$ cat config.mk
export PLATFORM = sky130hd
export DESIGN_NAME = dsp_frame_loader
export DESIGN_NICKNAME = d
export VERILOG_FILES = /design/src/rtl/dsp_frame_loader.sv
export SDC_FILE = /design/constraint.sdc
export NUM_CORES = 1
export LEC_CHECK = 0
export CAP_MARGIN = 20
export CORE_ASPECT_RATIO = 1.75
export CORE_MARGIN = 5
export CORE_UTILIZATION = 48
export CTS_CLUSTER_SIZE = 16
export DETAILED_ROUTE_END_ITERATION = 10
export PLACE_DENSITY_LB_ADDON = 0.12
export SLEW_MARGIN = 20
export SYNTH_ARGS = -nofsm -noshare
export SYNTH_HDL_FRONTEND = slang
export SYNTH_SLANG_ARGS = --single-unit
export TNS_END_PERCENT = 10
$ cat constraint.sdc
create_clock -name clk -period 4.7 [get_ports clk]
set_input_delay 1.175 -clock clk [delete_from_list [all_inputs] [get_ports clk]]
set_output_delay 1.175 -clock clk [all_outputs]
set_load 0.05 [all_outputs]
$ cat src/rtl/dsp_frame_loader.sv
`default_nettype none
// ============================================================================
// Module      : dsp_frame_loader
// Description : Producer side of the DSPCore sample interface. Gathers
//               CHANNELS words from a valid/ready stream into a shadow buffer
//               and, on each sample_strobe, copies the whole buffer into the
//               live `inputs` array while pulsing `start` for one cycle.
//               Because of this double buffering, `inputs` stays stable while
//               the core processes a sample.
// Ports       : clk, reset        - clock, synchronous active-high reset
//               s_data/s_valid/s_last/s_ready - inbound word stream
//               sample_strobe     - one-cycle sample-rate tick
//               start             - one-cycle "new frame" pulse to DSPCore
//               inputs[CHANNELS]  - live frame presented to DSPCore
//               underrun_cnt      - strobes with no complete frame (saturating)
//               framing_cnt       - frames dropped for s_last misalignment
// Revision    : 1.0 - initial release
// ============================================================================
module dsp_frame_loader #(
    parameter int WIDTH    = 36,
    parameter int CHANNELS = 8,
    parameter int CNT_W    = 16
) (
    input  logic             clk,
    input  logic             reset,
    input  logic [WIDTH-1:0] s_data,
    input  logic             s_valid,
    input  logic             s_last,
    output logic             s_ready,
    input  logic             sample_strobe,
    output logic             start,
    output logic [WIDTH-1:0] inputs [CHANNELS],
    output logic [CNT_W-1:0] underrun_cnt,
    output logic [CNT_W-1:0] framing_cnt
);

    localparam int c_IDX_W = (CHANNELS > 1) ? $clog2(CHANNELS) : 1;
    localparam logic [c_IDX_W-1:0] c_LAST_IDX = c_IDX_W'(CHANNELS - 1);

    localparam logic [0:0] c_ST_FILL = 1'b0;
    localparam logic [0:0] c_ST_FULL = 1'b1;

    logic [0:0]         r_state;
    logic [c_IDX_W-1:0] r_idx;
    logic               r_start;
    logic [CNT_W-1:0]   r_underrun_cnt;
    logic [CNT_W-1:0]   r_framing_cnt;
    logic [WIDTH-1:0]   r_shadow [CHANNELS];
    logic [WIDTH-1:0]   r_inputs [CHANNELS];

    logic w_accept;
    logic w_at_last;
    logic w_framing_err;

    // Ready depends on the state alone, so upstream never sees a comb path
    // from its own valid back to ready.
    assign s_ready       = (r_state == c_ST_FILL);
    assign w_accept      = s_ready && s_valid;
    assign w_at_last     = (r_idx == c_LAST_IDX);
    // Misaligned s_last: either too early, or missing on the final channel.
    assign w_framing_err = w_accept && (w_at_last ? !s_last : s_last);

    always_ff @(posedge clk) begin
        if (reset) begin
            r_state        <= c_ST_FILL;
            r_idx          <= '0;
            r_start        <= 1'b0;
            r_underrun_cnt <= '0;
            r_framing_cnt  <= '0;
            for (int k = 0; k < CHANNELS; k++) begin
                r_shadow[k] <= '0;
                r_inputs[k] <= '0;
            end
        end else begin
            // Every strobe starts the core: a fresh frame if one is ready,
            // otherwise the previous frame is processed again.
            r_start <= sample_strobe;

            if (w_framing_err && (r_framing_cnt != {CNT_W{1'b1}})) begin
                r_framing_cnt <= r_framing_cnt + 1'b1;
            end

            case (r_state)
                c_ST_FILL: begin
                    // A strobe while still filling counts as an underrun, even
                    // when the final word lands this same cycle; that frame
                    // then waits for the next strobe.
                    if (sample_strobe && (r_underrun_cnt != {CNT_W{1'b1}})) begin
                        r_underrun_cnt <= r_underrun_cnt + 1'b1;
                    end
                    if (w_accept) begin
                        // A final-channel word without s_last is dropped.
                        if (!(w_at_last && !s_last)) begin
                            r_shadow[r_idx] <= s_data;
                        end
                        if (w_at_last || s_last) begin
                            r_idx <= '0;
                        end else begin
                            r_idx <= r_idx + 1'b1;
                        end
                        if (w_at_last && s_last) begin
                            r_state <= c_ST_FULL;
                        end
                    end
                end
                c_ST_FULL: begin
                    if (sample_strobe) begin
                        for (int k = 0; k < CHANNELS; k++) begin
                            r_inputs[k] <= r_shadow[k];
                        end
                        r_state <= c_ST_FILL;
                    end
                end
                default: r_state <= c_ST_FILL;
            endcase
        end
    end

    assign start        = r_start;
    assign inputs       = r_inputs;
    assign underrun_cnt = r_underrun_cnt;
    assign framing_cnt  = r_framing_cnt;

endmodule
`default_nettype wire

# Word level (Yosys, flattened, before mapping)

Memory sizes are Yosys's and may differ from the RTL's. A register that Yosys moved wholly into a read port is not among the register bits.
Index checks and enable logic that the tools add are counted.

Eq/ne operators: 3
Add/subtract/negate cells: 3
Bitwise logic cells: 1
Reduce and logical (&&, ||, !) cells: 12
Muxes and demuxes: 16

Operator list:

| operator                                                        | count |
|---|---|
| 36-bit two-way mux                                              | 1 |
| 36-bit OR reduction                                             | 1 |
| 16-bit by 1-bit adder with 16-bit output, second input constant | 2 |
| 16-bit != test, second input constant                           | 2 |
| 1-bit two-way mux                                               | 12 |
| 1-bit logical AND                                               | 6 |
| 3-bit two-way mux                                               | 2 |
| 2-bit AND reduction                                             | 3 |
| 3-bit by 1-bit adder with 3-bit output, second input constant   | 1 |
| 3-bit == test, second input constant                            | 1 |
| 1-bit one-hot mux with 2 select lines                           | 1 |
| 1-bit zero test                                                 | 1 |
| 1-bit logical OR                                                | 1 |
| 1-bit NOT                                                       | 1 |

Flip-flop bits (word level): 37
Memories kept: 1
Memory bits (writable): 288
Input bits: 41

Memories:

| name     | depth | width | read ports | clocked after memory_dff | write ports | RTL line | source |
|---|---|---|---|---|---|---|---|
| r_shadow | 8     | 36    | 8          | 8                        | 8           | 48       | `logic [WIDTH-1:0] r_shadow [CHANNELS];` |

# Depth between registers and ports, before layout

Gate-level depths: netlist of the first run.

Depth in word-level cells: 9
Mapped depth: 8
Gate-level depth less buffers: 7

# Least setup slack after synthesis of the first run

No wires, ideal clock.

Path kind: input to register
From: in s_last
To: mem r_shadow[6][0], enable pin
Data arrival time: 4.328 ns
Stages on the path: 5
Path buffers: 0
Library setup time: 0.479 ns
Data required time: 4.221 ns
Slack: -0.107 ns
Cell sequence: inv_1 > ha_1 > nor2_1 > nand3b_1 > o21ai_0

RTL lines:

| element            | RTL line | source |
|---|---|---|
| start: declaration | 28       | `input logic s_last,` |
| end: declaration   | 48       |  |

==> results.ini, run 1 <==
[floorplanning]
fp-row-count = 105
start_util_pct = 48.14
ios = 363
coreArea_um2 = 46640
die_area_um2 = 51370
die_y_um = 296.1
die_w_um = 173.5

[critical_path]
reg2reg_from = r_idx[1]$_SDFFE_PP0P_
required_ps = 4980
crit_type = primary input to flip-flop
startpoint = s_last
start_kind = primary input
worst-path-max-fanout = 26
cp-end-kind = flip-flop
crit_arrival_ps = 3620

[status]
status = completed

[timing]
clock_skew_ps = 29.06
report.final.slew_viol_count = 0
tightest_slew_ps = 1377
timing.fmax_mhz = 299.1
setup_viol = 0
hold_viol = 0
fin_crit_ps = 3344
fin_setup_tns_ps = 0
relSlewSlack_pct = 8.230
finalCritPeriodShare_pct = 71.14
rsz0062_at_grt = false

[clock_network]
clkLatencyLatePin_ps = 590
cts-resized-gates = 0
cts_buffers = 53
clock_sinks = 613
clk_path_buf_depth = 3
root_buffer = clkbuf_16
clk_pin_slew_ps = 70
htreeDepth = 2
cts_tree = yes
postCtsSetupBuffers = 0
postCtsHoldBufs = 0

[worst_hold_path]
holdCritPathClass = flip-flop to flip-flop
hp-start = inputs[221]$_SDFFE_PP0P_

[synth]
ys_seq_area_share_pct = 67.50
synth-edff-count = 288
synth_cells = 2104
ys.flop_type = dfxtp_1
syn_area_per_cell_um2 = 10.67
synth-async-reset-ratio_pct = 0
syn_area_um2 = 22450
yosysWarnings = 0
ys_types = 56
ys_ff_latch = 613
synth_nets = 2152

[global_routing]
grt_max_degree = 232
grt_use_met3_pct = 5.114
grt_pass1_wl_um = 94770
grt-busiest-layer = met2
grt_use_met2_pct = 43.55
use_met1_pct = 27.51
grt_pass1_vias = 15850
grt-ovfl-total = 0
grt_antenna_before_repair = 5
grtUsageTotal_pct = 23.76

[detailed_routing]
dr.pass1.iters = 5
routedWlPerCell_um = 20.77
wl_um = 63290
num_vias = 16070
drt_iter0_markers = 1199
remaining_drc_errors = 0
ant_nets = 0
via_per_inst = 5.273

[cells_and_area]
diodes = 0
layout.nets = 2463
drive_gt1_share_pct = 5.327
finish.instance_area_um2 = 28440
nFillCells = 3875
area_growth_syn_to_layout_pct = 26.69

[place]
port_buffers = 362
place_area_um2 = 26690
globalplace.congestion = 0.7786
post-dp-hpwl_um = 41280

[power]
p_leak_uw = 0.009682
peakVddDrop_uv = 251.4
power_density_nw_per_um2 = 368.1

[flow_run]
cap_viol_max_count = 0

[power breakdown]
group | total [uW] | internal (uW) | switching (uW)
Combinational | 324 | 82.2 | 242
Clock | 4420 | 2510 | 1910
Sequential | 5730 | 5690 | 40.9
[registers in the layout (all words and copies together), names as in the netlist]
register	cells
inputs	288
r_shadow	288
framing_cnt	16
underrun_cnt	16
r_idx	3
r_state	1
start	1
[critical path: stages]
cell             delay [ps]
clkdlybuf4s50_1         490
inv_1                    70
ha_1                    190
nor2_1                  160
nand3_1                 100
buf_4                   210
o21ai_4                 860
buf_4                   350
[through the flow]
step | cells | power [uW] | hold WS (ps) | worst slack [ps] | util, %
after floorplan | 2104 | 5978 | 468.9 | -107.3 | -
after global placement | 2948 | 6164 | 443.3 | 766.1 | 57.23
after detailed placement | 2948 | 6173 | 446.3 | 744.4 | 57.23
after CTS | 3047 | 10560 | 455.8 | 1355 | 60.99
after global routing | 3047 | 10800 | 465.2 | 1259 | 60.99
final | 3047 | 10470 | 452.8 | 1356 | 60.99
[final timing paths]
| path | end | slack (ps) | depth (start not counted) |
|---|---|---|---|
| setup / recovery | r_shadow[7][24]$_SDFFCE_PN0P_ | 1360 | 8 |
| hold / removal | inputs[221]$_SDFFE_PP0P_ | 450 | 2 |
| setup reg to reg | r_shadow[7][24]$_SDFFCE_PN0P_ | 1610 | 8 |
| hold reg to reg | inputs[221]$_SDFFE_PP0P_ | 450 | 2 |
[cell usage after synthesis (4+ instances only)]
master    count  share of area [%]
o21ai_0      14               0.31
a211oi_1      4               0.13
nor4_1        5               0.14
o31ai_1       8               0.27
or3_1         7               0.20
edfxtp_1    288                 39
and4_1        4               0.16
ha_1          7               0.39
nand4_1       5               0.14
nand2_1     596                 10
inv_1         7               0.12
nor3_1       11               0.25
clkbuf_1     97                1.6
and3_1        7               0.20
buf_1         5              0.084
or4_1         8               0.27
buf_2        25               0.56
dfxtp_1     325                 29
and2_1      290                8.1
a21oi_1     313                7.0
nor2_1       18               0.30
nand3_1      12               0.27
[kinds of logic (layout without fill, tap and decap cells)]
kind of cell             Yosys count  in the layout  share of synthesized area, %
AND/OR/NAND/NOR                  991            991                         21.18
flip-flops                       613            613                         67.50
AO/OA/AOI/OAI                    351            351                         8.197
buffers and inverters            137            492                         2.513
adder cells (fa/ha/maj)            7              7                        0.3901
multiplexers                       4              4                        0.1839
XOR/XNOR                           1              1                       0.03902
[metal layers]
layer  wire (um)  vias up
li1            -     7687
met1       24130     7770
met2       32980      513
met3        4109       96
met4        2072        0
met5           0        -
[cells in the final DEF (no fill, tap or decap), drive strengths merged, types with 2 or more instances in the layout]
master	instances
a31oi	3
a21oi	313
nand2b	4
nand3b	2
o21ai	14
o31ai	8
or4	8
clkbuf	80
inv	8
clkinv	13
and2	290
nor4	7
nor2b	4
clkdlybuf4s50	361
nor3	13
bufinv	4
buf	25
a211oi	4
o41ai	3
nand4	7
dfxtp	325
nand2	596
nand3	14
edfxtp	288
mux2i	3
or2	3
ha	7
and4	4
or3	7
and3	7
nor2	18
[layout make-up]
type,count,area (um2),area share [%]
timing repair buffer,386,3909,13.74
clock buffer,80,1562,5.490
clock inverter,19,193.9,0.6818
multi-input combinational,1354,6864,24.13
tap,588,735.7,2.586
sequential,613,15150,53.28
inverter,7,26.28,0.09237
(Power assumes the default switching activity.)
==> run 2: changes to the inputs <==
- CORE_UTILIZATION: 48 -> 53
- clock period: 4.7 -> 3.3 ns (I/O delays scaled with it)
==> run 2 against run 1 <==
Largest power group unchanged. Worst setup slack lost 890 ps. Critical path type is now flip-flop to primary output. Global-route usage up 2.4 points. Largest cell class unchanged. Clock skew down 5.6 ps. Non-clock buffer count is 19 higher.
==> results.ini, run 2 (synthesized netlist as in run 1, its figures left out) <==
[clock_network]
postCtsSetupBuffers = 0  ; unchanged
root_buffer = clkbuf_16
clk_pin_slew_ps = 60  ; about the same
clkLatencyLatePin_ps = 590  ; about the same
cts_tree = yes
clock_sinks = 613  ; unchanged
cts-resized-gates = 0  ; unchanged
cts_buffers = 53  ; unchanged
htreeDepth = 2  ; unchanged
postCtsHoldBufs = 0  ; unchanged
clk_path_buf_depth = 3  ; unchanged

[global_routing]
grt-ovfl-total = 0  ; unchanged
grtUsageTotal_pct = 26.17  ; +2.4 points
grt_pass1_vias = 16380  ; +3.3%
grt_pass1_wl_um = 93580  ; -1.3%
grt_max_degree = 123  ; -47%
grt_antenna_before_repair = 1  ; -4

[detailed_routing]
ant_nets = 0  ; unchanged
num_vias = 16330  ; +1.6%
wl_um = 62000  ; -2.0%
drt_iter0_markers = 1419  ; +18%
dr.pass1.iters = 5  ; unchanged
remaining_drc_errors = 0  ; unchanged
via_per_inst = 5.385  ; +2.1%
routedWlPerCell_um = 20.45  ; -1.6%

[cells_and_area]
finalNonFillerCells = 3032  ; -0.49%
regArea_um2 = 15150  ; unchanged
layout.nets = 2482  ; +0.77%
final_common_cell = nand2_1
area_growth_syn_to_layout_pct = 28.00
most-common-layout-cells = nand2_1, clkdlybuf4s50_1, dfxtp_1
nFillCells = 3274  ; -16%
multi_input_area_um2 = 6864  ; unchanged
diodes = 0  ; unchanged
drive_gt1_share_pct = 6.217  ; +0.89 points
fin_util_pct = 68.65  ; +7.7 points

[critical_path]
crit_slowest_cell = clkdlybuf4s50_1
slowest_delay_ps = 730  ; -130 ps
worstPathCellList = inv_1, clkdlybuf4s50_1
worst-path-max-fanout = 9  ; -65%
crit_type = flip-flop to primary output
cp-end-kind = primary output
crit_arrival_ps = 2010  ; -1610 ps
start_kind = flip-flop
reg2reg_from = r_idx[1]$_SDFFE_PP0P_
required_ps = 2470  ; -2510 ps
startpoint = r_state$_SDFF_PP0_

[timing]
fin_crit_ps = 2836
whs_ps = 453.2  ; +0.3940 ps
clock_skew_ps = 23.50  ; -5.567 ps
rsz0062_at_grt = false
timing.fmax_mhz = 352.7
report.final.slew_viol_count = 0  ; unchanged
finalCritPeriodShare_pct = 85.93
relSlewSlack_pct = 27.97  ; +20 points
fin_setup_tns_ps = 0  ; unchanged
setup_viol = 0  ; unchanged
hold_viol = 0  ; unchanged
tightest_slew_ps = 1080  ; -296.2 ps

[worst_hold_path]
hp-start = inputs[32]$_SDFFE_PP0P_
holdCritPathClass = flip-flop to flip-flop

[power]
power.total_uw = 15080  ; +44%
p_leak_uw = 0.009843  ; +1.7%
power_density_nw_per_um2 = 524.6  ; +43%
peakVddDrop_uv = 444.1  ; +77%

[place]
port_buffers = 362  ; unchanged
place_inst = 2934  ; -0.47%
post-dp-hpwl_um = 41020  ; -0.63%
globalplace.congestion = 0.8433  ; +8.3%

[floorplanning]
fp-row-count = 99  ; -5.7%
die_area_um2 = 46740  ; -9.0%
start_util_pct = 53.63  ; +5.5 points
ios = 363  ; unchanged
die_w_um = 165.6  ; -4.6%
die_y_um = 282.3  ; -4.7%
coreArea_um2 = 41870  ; -10%

[flow_run]
cap_viol_max_count = 0  ; unchanged

[status]
status = completed

run 2: cell count changes in the layout (fill, tap and decap cells not counted), sizes merged:
cell / before / now
inv: 8 / 9
clkinvlp: 1 / 2
clkinv: 13 / 17
bufinv: 4 / 7
clkbuf: 80 / 70
buf: 25 / 44
run 2: worst paths after layout:
path | endpoint | slack (ps) | cells past startpoint
min | inputs[32]$_SDFFE_PP0P_ | 450 | 2
max reg2reg | framing_cnt[15]$_SDFFE_PP0P_ | 690 | 7
min reg2reg | inputs[32]$_SDFFE_PP0P_ | 450 | 2
max | s_ready | 460 | 2
run 2: layout make-up:
class	instances	share of cell area, %
Sequential cell	613	52.73
Clock inverter	28	1.106
Inverter	7	0.09142
Tap cell	555	2.416
Multi-Input combinational cell	1354	23.88
Timing Repair Buffer	405	14.58
Clock buffer	70	5.198
run 2: routing by layer:
| metal | track usage (%) | share of wire [%] | wire length [um] |
|---|---|---|---|
| met4 | 11.03 | 4.7 | 2903 |
| met1 | 30.43 | 36 | 22250 |
| met5 | 0 | 0 | 0 |
| met3 | 5.249 | 7.0 | 4348 |
| met2 | 46.75 | 52 | 32500 |
run 2: through the flow:
| stage | instance area (um2) | setup WS [ps] |
|---|---|---|
| floorplan | 22450 | -195.5 |
| detailed placement | 26930 | 324.1 |
| CTS | 28740 | 436.1 |
| global placement | 26930 | 318.8 |
| global route | 28740 | 350.8 |
| finish | 28740 | 464.3 |
run 2: power breakdown:
group          leakage, uW  internal, uW  switching, uW
registers          0.00560          8100           54.6
logic              0.00336           130            340
clock network     0.000887          3730           2720
run 2: worst max-delay path: cells and delay by family (launching register included):
family | cells | cell delay, ps
buffers and inverters | 2 | 890
DFF | 1 | 550
==> run 3: changes to the inputs <==
- GPL_ROUTABILITY_DRIVEN: unset -> 0
==> results of run 3 <==
No change in the layout: final DEF, timing and power equal those of run 2.
